<file path="src/rtl/rca_grid_cfg_ctrl_pkg.sv">
// Shared sizing, word map and types for the RCA PR-grid configuration sequencer.
// Request ids carry one spare bit so that out-of-range ids reach the controller and can be rejected.
package rca_config;

  localparam int GRID_NUM_ROWS      = 3;
  localparam int GRID_NUM_COLS      = 3;
  localparam int GRID_MUX_INPUTS    = 5;
  localparam int IO_UNIT_MUX_INPUTS = 6;
  localparam int NUM_CONFIGS        = 4;
  localparam int CFG_W              = 8;

  localparam int NUM_IO_UNITS   = GRID_NUM_ROWS + 1;
  localparam int NUM_GRID_MUXES = GRID_NUM_ROWS * GRID_NUM_COLS;
  localparam int NUM_GRID_SELS  = 2 * NUM_GRID_MUXES;
  localparam int CFG_WORDS      = 2 * NUM_GRID_MUXES + 2 * NUM_IO_UNITS;

  // Word map inside one stored configuration
  localparam int IO_SEL_BASE = NUM_GRID_SELS;
  localparam int MODE_BASE   = IO_SEL_BASE + NUM_IO_UNITS;

  localparam int GRID_SEL_W = $clog2(GRID_MUX_INPUTS);
  localparam int IO_SEL_W   = $clog2(IO_UNIT_MUX_INPUTS);
  localparam int MAX_SEL_W  = (GRID_SEL_W > IO_SEL_W) ? GRID_SEL_W : IO_SEL_W;
  localparam int CFG_ID_W   = $clog2(NUM_CONFIGS);
  localparam int REQ_ID_W   = CFG_ID_W + 1;
  localparam int ADDR_W     = $clog2(NUM_CONFIGS * CFG_WORDS);
  localparam int WORD_IDX_W = $clog2(CFG_WORDS + 1);

  typedef logic [GRID_SEL_W-1:0] grid_sel_t;
  typedef logic [IO_SEL_W-1:0]   io_sel_t;

  typedef enum logic [1:0] {
    CFG_IDLE,
    CFG_DRAIN,
    CFG_FETCH,
    CFG_COMMIT
  } cfg_state_t;

  function automatic logic [ADDR_W-1:0] cfg_base(input logic [CFG_ID_W-1:0] id);
    return ADDR_W'(int'(id) * CFG_WORDS);
  endfunction

endpackage

</file>
<file path="src/rtl/rca_grid_cfg_ctrl_if.sv">
// Load handshake and config-RAM read bus between the issue logic/RAM (master) and the sequencer (slave).
interface rca_grid_cfg_ctrl_if;
  import rca_config::*;

  logic                load_req;
  logic [REQ_ID_W-1:0] cfg_id;
  logic                load_ack;
  logic                load_err;
  logic                load_done;
  logic                busy;
  logic                cfg_rd_en;
  logic [ADDR_W-1:0]   cfg_rd_addr;
  logic [CFG_W-1:0]    cfg_rd_data;

  modport master (
    output load_req, cfg_id, cfg_rd_data,
    input  load_ack, load_err, load_done, busy, cfg_rd_en, cfg_rd_addr
  );

  modport slave (
    input  load_req, cfg_id, cfg_rd_data,
    output load_ack, load_err, load_done, busy, cfg_rd_en, cfg_rd_addr
  );

endinterface

</file>
<file path="src/rtl/rca_grid_cfg_ctrl_decoder.sv">
// Maps a config word index and its data onto shadow-register write enables and truncated field values.
module rca_cfg_word_decoder
  import rca_config::*;
(
  input  logic                     wr_en,
  input  logic [WORD_IDX_W-1:0]    word_idx,
  input  logic [CFG_W-1:0]         word_data,
  output logic [NUM_GRID_SELS-1:0] grid_we,
  output logic [NUM_IO_UNITS-1:0]  io_sel_we,
  output logic [NUM_IO_UNITS-1:0]  mode_we,
  output grid_sel_t                grid_val,
  output io_sel_t                  io_val,
  output logic                     mode_val
);

  logic unused_data_bits;
  assign unused_data_bits = ^word_data[CFG_W-1:MAX_SEL_W];

  // Fields wider than their select are cut down to the LSBs
  always_comb begin
    grid_we   = '0;
    io_sel_we = '0;
    mode_we   = '0;
    grid_val  = word_data[GRID_SEL_W-1:0];
    io_val    = word_data[IO_SEL_W-1:0];
    mode_val  = word_data[0];
    for (int i = 0; i < NUM_GRID_SELS; i++) begin
      grid_we[i] = wr_en && (word_idx == WORD_IDX_W'(i));
    end
    for (int j = 0; j < NUM_IO_UNITS; j++) begin
      io_sel_we[j] = wr_en && (word_idx == WORD_IDX_W'(IO_SEL_BASE + j));
      mode_we[j]   = wr_en && (word_idx == WORD_IDX_W'(MODE_BASE + j));
    end
  end

endmodule

</file>
<file path="src/rtl/rca_grid_cfg_ctrl.sv">
// RCA PR-grid configuration sequencer: drain, fetch into shadow registers, then commit atomically.
// Optional RCA_CFG_REUSE_EN: a request for the already-active config completes in its ack cycle.
module rca_grid_cfg_ctrl
  import rca_config::*;
(
  input  logic                               clk,
  input  logic                               rst,
  rca_grid_cfg_ctrl_if.slave                 cfg_bus,
  input  logic                               grid_busy,
  output grid_sel_t [NUM_GRID_SELS-1:0]      grid_mux_sel,
  output io_sel_t   [NUM_IO_UNITS-1:0]       curr_io_mux_sels,
  output logic      [NUM_IO_UNITS-1:0]       io_unit_output_mode,
  output logic                               io_units_rst,
  output logic      [CFG_ID_W-1:0]           active_cfg_id,
  output logic                               active_valid
);

  cfg_state_t state, state_nxt;
  logic [WORD_IDX_W-1:0] word_cnt, word_cnt_nxt;
  logic [CFG_ID_W-1:0]   pend_id;
  logic                  id_latch;
  logic                  capture;
  logic                  commit;
  logic                  req_valid;

  grid_sel_t [NUM_GRID_SELS-1:0] shadow_grid;
  io_sel_t   [NUM_IO_UNITS-1:0]  shadow_io;
  logic      [NUM_IO_UNITS-1:0]  shadow_mode;

  logic [NUM_GRID_SELS-1:0] grid_we;
  logic [NUM_IO_UNITS-1:0]  io_sel_we;
  logic [NUM_IO_UNITS-1:0]  mode_we;
  grid_sel_t                grid_val;
  io_sel_t                  io_val;
  logic                     mode_val;

  assign req_valid    = cfg_bus.cfg_id < REQ_ID_W'(NUM_CONFIGS);
  assign cfg_bus.busy = (state != CFG_IDLE);

`ifdef RCA_CFG_REUSE_EN
  logic req_hit;
  assign req_hit = active_valid && (cfg_bus.cfg_id == REQ_ID_W'(active_cfg_id));
`endif

  always_ff @(posedge clk or posedge rst) begin
    if (rst) begin
      state    <= CFG_IDLE;
      word_cnt <= '0;
      pend_id  <= '0;
    end else begin
      state    <= state_nxt;
      word_cnt <= word_cnt_nxt;
      if (id_latch) pend_id <= cfg_bus.cfg_id[CFG_ID_W-1:0];
    end
  end

  // Word 0 is issued in the DRAIN exit cycle; FETCH captures word_cnt-1 and issues word_cnt
  always_comb begin
    state_nxt           = state;
    word_cnt_nxt        = word_cnt;
    id_latch            = 1'b0;
    capture             = 1'b0;
    commit              = 1'b0;
    cfg_bus.load_ack    = 1'b0;
    cfg_bus.load_err    = 1'b0;
    cfg_bus.load_done   = 1'b0;
    cfg_bus.cfg_rd_en   = 1'b0;
    cfg_bus.cfg_rd_addr = '0;
    io_units_rst        = 1'b0;
    unique case (state)
      CFG_IDLE: begin
        if (cfg_bus.load_req && !rst) begin
          cfg_bus.load_ack = 1'b1;
          if (!req_valid) begin
            cfg_bus.load_err = 1'b1;
`ifdef RCA_CFG_REUSE_EN
          end else if (req_hit) begin
            cfg_bus.load_done = 1'b1;
`endif
          end else begin
            id_latch  = 1'b1;
            state_nxt = CFG_DRAIN;
          end
        end
      end
      CFG_DRAIN: begin
        if (!grid_busy) begin
          cfg_bus.cfg_rd_en   = 1'b1;
          cfg_bus.cfg_rd_addr = cfg_base(pend_id);
          word_cnt_nxt        = WORD_IDX_W'(1);
          state_nxt           = CFG_FETCH;
        end
      end
      CFG_FETCH: begin
        capture = 1'b1;
        if (word_cnt == WORD_IDX_W'(CFG_WORDS)) begin
          state_nxt = CFG_COMMIT;
        end else begin
          cfg_bus.cfg_rd_en   = 1'b1;
          cfg_bus.cfg_rd_addr = cfg_base(pend_id) + ADDR_W'(word_cnt);
          word_cnt_nxt        = word_cnt + WORD_IDX_W'(1);
        end
      end
      CFG_COMMIT: begin
        commit            = 1'b1;
        cfg_bus.load_done = 1'b1;
        io_units_rst      = 1'b1;
        state_nxt         = CFG_IDLE;
      end
      default: state_nxt = CFG_IDLE;
    endcase
  end

  rca_cfg_word_decoder u_word_decoder (
    .wr_en     (capture),
    .word_idx  (word_cnt - WORD_IDX_W'(1)),
    .word_data (cfg_bus.cfg_rd_data),
    .grid_we   (grid_we),
    .io_sel_we (io_sel_we),
    .mode_we   (mode_we),
    .grid_val  (grid_val),
    .io_val    (io_val),
    .mode_val  (mode_val)
  );

  always_ff @(posedge clk or posedge rst) begin
    if (rst) begin
      shadow_grid <= '0;
      shadow_io   <= '0;
      shadow_mode <= '0;
    end else begin
      for (int i = 0; i < NUM_GRID_SELS; i++) begin
        if (grid_we[i]) shadow_grid[i] <= grid_val;
      end
      for (int j = 0; j < NUM_IO_UNITS; j++) begin
        if (io_sel_we[j]) shadow_io[j]   <= io_val;
        if (mode_we[j])   shadow_mode[j] <= mode_val;
      end
    end
  end

  // The grid only ever sees a fully fetched configuration
  always_ff @(posedge clk or posedge rst) begin
    if (rst) begin
      grid_mux_sel        <= '0;
      curr_io_mux_sels    <= '0;
      io_unit_output_mode <= '0;
      active_cfg_id       <= '0;
      active_valid        <= 1'b0;
    end else if (commit) begin
      grid_mux_sel        <= shadow_grid;
      curr_io_mux_sels    <= shadow_io;
      io_unit_output_mode <= shadow_mode;
      active_cfg_id       <= pend_id;
      active_valid        <= 1'b1;
    end
  end

endmodule

</file>
<file path="src/flat_wrapper.sv">
// flat-port wrapper written by rule: the top's interface ports become plain ports
module rca_grid_cfg_ctrl_flat import rca_config::*;
  (clk, rst, grid_busy, grid_mux_sel, curr_io_mux_sels, io_unit_output_mode, io_units_rst, active_cfg_id, active_valid, cfg_bus_load_req, cfg_bus_cfg_id, cfg_bus_cfg_rd_data, cfg_bus_load_ack, cfg_bus_load_err, cfg_bus_load_done, cfg_bus_busy, cfg_bus_cfg_rd_en, cfg_bus_cfg_rd_addr);
  rca_grid_cfg_ctrl_if cfg_bus_i ();
  input  logic clk;
  input  logic rst;
  input  logic grid_busy;
  output grid_sel_t [NUM_GRID_SELS-1:0] grid_mux_sel;
  output io_sel_t   [NUM_IO_UNITS-1:0] curr_io_mux_sels;
  output logic      [NUM_IO_UNITS-1:0] io_unit_output_mode;
  output logic io_units_rst;
  output logic      [CFG_ID_W-1:0] active_cfg_id;
  output logic active_valid;
  input wire logic [$bits(cfg_bus_i.load_req)-1:0] cfg_bus_load_req;
  input wire logic [$bits(cfg_bus_i.cfg_id)-1:0] cfg_bus_cfg_id;
  input wire logic [$bits(cfg_bus_i.cfg_rd_data)-1:0] cfg_bus_cfg_rd_data;
  output wire logic [$bits(cfg_bus_i.load_ack)-1:0] cfg_bus_load_ack;
  output wire logic [$bits(cfg_bus_i.load_err)-1:0] cfg_bus_load_err;
  output wire logic [$bits(cfg_bus_i.load_done)-1:0] cfg_bus_load_done;
  output wire logic [$bits(cfg_bus_i.busy)-1:0] cfg_bus_busy;
  output wire logic [$bits(cfg_bus_i.cfg_rd_en)-1:0] cfg_bus_cfg_rd_en;
  output wire logic [$bits(cfg_bus_i.cfg_rd_addr)-1:0] cfg_bus_cfg_rd_addr;
  assign cfg_bus_i.load_req = cfg_bus_load_req;
  assign cfg_bus_i.cfg_id = cfg_bus_cfg_id;
  assign cfg_bus_i.cfg_rd_data = cfg_bus_cfg_rd_data;
  assign cfg_bus_load_ack = cfg_bus_i.load_ack;
  assign cfg_bus_load_err = cfg_bus_i.load_err;
  assign cfg_bus_load_done = cfg_bus_i.load_done;
  assign cfg_bus_busy = cfg_bus_i.busy;
  assign cfg_bus_cfg_rd_en = cfg_bus_i.cfg_rd_en;
  assign cfg_bus_cfg_rd_addr = cfg_bus_i.cfg_rd_addr;
  rca_grid_cfg_ctrl u_core (.clk(clk), .rst(rst), .cfg_bus(cfg_bus_i), .grid_busy(grid_busy), .grid_mux_sel(grid_mux_sel), .curr_io_mux_sels(curr_io_mux_sels), .io_unit_output_mode(io_unit_output_mode), .io_units_rst(io_units_rst), .active_cfg_id(active_cfg_id), .active_valid(active_valid));
endmodule
</file>
<file path="config.mk">
export PLATFORM = sky130hd
export DESIGN_NAME = rca_grid_cfg_ctrl_flat
export DESIGN_NICKNAME = d
export VERILOG_FILES = /design/src/rtl/rca_grid_cfg_ctrl_pkg.sv /design/src/rtl/rca_grid_cfg_ctrl_if.sv /design/src/rtl/rca_grid_cfg_ctrl_decoder.sv /design/src/rtl/rca_grid_cfg_ctrl.sv /design/src/flat_wrapper.sv
export SDC_FILE = /design/constraint.sdc
export NUM_CORES = 1
export LEC_CHECK = 0
export CORE_MARGIN = 8
export CORE_UTILIZATION = 51
export DETAILED_ROUTE_END_ITERATION = 12
export HOLD_SLACK_MARGIN = 0.02
export PLACE_DENSITY = 0.76
export SLEW_MARGIN = 20
export SYNTH_ARGS = -nofsm -noshare
export SYNTH_HDL_FRONTEND = slang
export SYNTH_SLANG_ARGS = --single-unit
</file>
<file path="constraint.sdc">
create_clock -name clk -period 8.7 [get_ports clk]
set_input_delay 1.305 -clock clk [delete_from_list [all_inputs] [get_ports clk]]
set_output_delay 1.305 -clock clk [all_outputs]
set_load 0.03 [all_outputs]
</file>
==> metrics.md <==
| Metric | Value |
|---|---|
| Status | complete, no violations |
| Worst-Margin Slew | 1.05 ns |
| Final #Nets | 612 |
| DRC | 0 |
| Worst-path clk slew | 0.06 ns |
| CTS Hold Bufs | 0 |
| # setup viols final | 0 |
| Die width | 128 µm |
| Top-count cell post-synth | dfrtp_1 |
| Slew margin rel. | 0.298 |
| Num rows | 41 |
| Routed via count | 4197 |
| Fin Clk Skew | 0.00679 ns |
| Initial Util | 0.516 |
| Post-synth ARST share | 1.00 |
| Synth cell count leaders | 152 x dfrtp_1, 104 x mux2_2, 49 x nand2_1, 37 x o2bb2ai_1, 17 x o21ai_0 |
| Htree depth | 4 |
| First-pass GRT wire length | 23.3 mm |
| CP Class | in -> out |
| Area fraction of the dominant cell type after synthesis | 0.591 |
| Post-synth cell types | 43 |
| Antenna cells | 0 |
| RR Endpoint | u_core.shadow_grid[39] |
| CTS buffer count | 17 |
| Net count of the mapped netlist | 518 |
| Largest net degree at the start of global routing | 85 |
| DP Wirelength | 9.38 mm |
| Uppermost routed layer | met4 |
| Mapped Area | 6430 µm² |
| Final TNS setup | 0 ns |
| Final period utilization | 0.549 |
| Final hold violation count | 0 |
| Average wire per standard cell | 18.2 µm |
| Pwr Density | 429 nW/µm² |
| GRT Residual Overflow | 0 |
| CP required | 7.39 ns |
| DR WL met2 | 6.70 mm |
| CTS tree | built |
| Post-Place Worst Slack | 3.86 ns |
| GPL Wtd Cong | 0.835 |
| GRT Util Overall | 0.181 |
| IO buf count | 95 |
| Final setup margin | 3.92 ns |
| Warnings from Yosys | 0 |
| Final min period | 4.78 ns |
| Synth-to-Final Area Change | 26.5% |
| Drt first pass iters | 4 |
| Hold Crit Endpoint | u_core.active_valid |
| Post-cts sizing count | 0 |
| Post-Synthesis Cells | 486 |
| Clk root buf | clkbuf_16 |
| Die Y | 128 µm |
| Hold Path Depth | 1 |
| Final hold slack | 0.464 ns |
| DRT Wirelength | 13.9 mm |
| Vias per cell | 5.49 |
| Critical Path Start | rst |
| Clk sink count | 152 |
| Fmax | 0.209 GHz |
| RSZ-0062 raised after global routing | false |
| VDD IR max | 231 µV |
| Leakage | 3.48 nW |
| Crit-path max FO | 84 |
| Crit. End Element | primary output |
| Die ar. | 16500 µm² |
| CTS Buffer Depth | 2 |
| Post-CTS Setup Inserts | 0 |
| MaxCap Viol Count | 0 |
| Cells on worst reg2reg path | 7 |
| Initial DRC count | 279 |
| Met1 wire length | 5.99 mm |
| Sequential share of the synthesized area | 0.591 |
| Layout cell share with drive strength beyond 1 | 0.243 |
| Clk_lat worst skew | 0.42 ns |
| Initial antenna violation count | 0 |
| Yosys top cell by area | dfrtp_1 |
| Post-synth EDFFs | 0 |
| Worst Path Arrival | 3.47 ns |
| Core Area | 12500 µm² |
| Synthesized area per cell | 13.2 µm² |
| Io pins | 101 |
| #FFs+latches synth | 152 |
| Synth top area cells | dfrtp_1 59%, mux2_2 18%, o2bb2ai_1 5.0% |
| Worst hold start | u_core.active_valid |
| Worst setup SP type | input pin |
| Final ANT Viol Nets | 0 |
| Prevailing post-synth register cell | dfrtp_1 |
| R2r setup slk | 5.74 ns |
| Metal3 WL | 990 µm |
| Number of global-route vias before repair | 4447 |
| HP Class | reg -> reg |
| R2R Path Start | u_core.word_cnt[0] |
| Slew Viols, Final | 0 |
[logic make-up after synthesis]
kind of cell	Yosys count	share of synthesized area
flip-flops	152	0.591
XOR/XNOR	5	0.00681
AO/OA/AOI/OAI	77	0.0924
buffers and inverters	37	0.0237
multiplexers	105	0.184
AND/OR/NAND/NOR	93	0.0683
adder cells (fa/ha/maj)	17	0.0342
[layer usage]
metal	vias to the layer above	track usage
met2	128	0.288
met4	0	0.0622
li1	1931	-
met1	2122	0.225
met5	-	0
met3	16	0.0657
[worst max-delay path by stage]
stage                            end  depth (start not counted)
finish              cfg_bus_load_err                          5
global route        cfg_bus_load_err                          5
CTS                 cfg_bus_load_err                          5
detailed placement  cfg_bus_load_err                          5
global placement    cfg_bus_load_err                          5
floorplan           cfg_bus_load_err                          3
[layout by cell type, fill, tap and decap left out, types with 2 or more instances in the layout]
cell type        count
a21oi_1              5
a22o_1               2
and2_1               5
bufinv_16            3
clkbuf_1             2
clkbuf_16           17
clkbuf_8             2
clkdlybuf4s50_1     95
clkinv_4             2
clkinvlp_4           3
dfrtp_1            152
ha_1                15
inv_1               14
inv_6                2
mux2_2             104
nand2_1             49
nand3_1              9
nand4_1              5
nor2_1              11
nor2b_1              2
nor3_1               2
o21a_1               2
o21ai_0             17
o21bai_1             2
o22ai_1              5
o2bb2ai_1           37
xnor2_1              3
xor2_1               2
[critical path, stage by stage]
cell and delay (ns):
clkdlybuf4s50_1 0.49, inv_6 0.56, and3_1 0.29, and2_1 0.14, clkdlybuf4s50_1 0.68
[power by group]
group / total, W / internal (W) / leakage [nW] / switching (W)
Sequential: 0.00122 / 0.00102 / 1.91 / 0.000199
Combinational: 0.00153 / 0.000687 / 1.29 / 0.000838
Clock: 0.000747 / 0.000466 / 0.286 / 0.000281
Total: 0.00349 / 0.00217 / 3.48 / 0.00132
[cell type report]
| type | count | area [µm²] |
|---|---|---|
| multi-input cells | 297 | 2490 |
| clock buffers | 21 | 460 |
| clock inverters | 10 | 144 |
| inverters | 16 | 65.1 |
| flip-flops and latches | 152 | 3800 |
| fillers | 913 | 4330 |
| well taps | 172 | 215 |
| repair buffers | 96 | 958 |
[metrics by stage]
step	cells	total power, W	util	cell area [µm²]
6_report	764	0.00349	0.653	8140
5_1_grt	764	0.00369	0.653	8140
4_1_cts	764	0.00352	0.653	8140
3_5_place_dp	733	0.00276	0.604	7530
3_3_place_gp	733	0.00271	0.604	7530
2_1_floorplan	486	0.00220	-	6430
[state kept, by name, summed over array words and instances, names as in the netlist]
register	count
u_core.state	2
u_core.shadow_mode	4
u_core.shadow_io	12
u_core.active_valid	1
u_core.shadow_grid	54
u_core.pend_id	2
u_core.grid_mux_sel	54
u_core.active_cfg_id	2
u_core.curr_io_mux_sels	12
u_core.word_cnt	5
u_core.io_unit_output_mode	4
(Power assumes the default switching activity.)
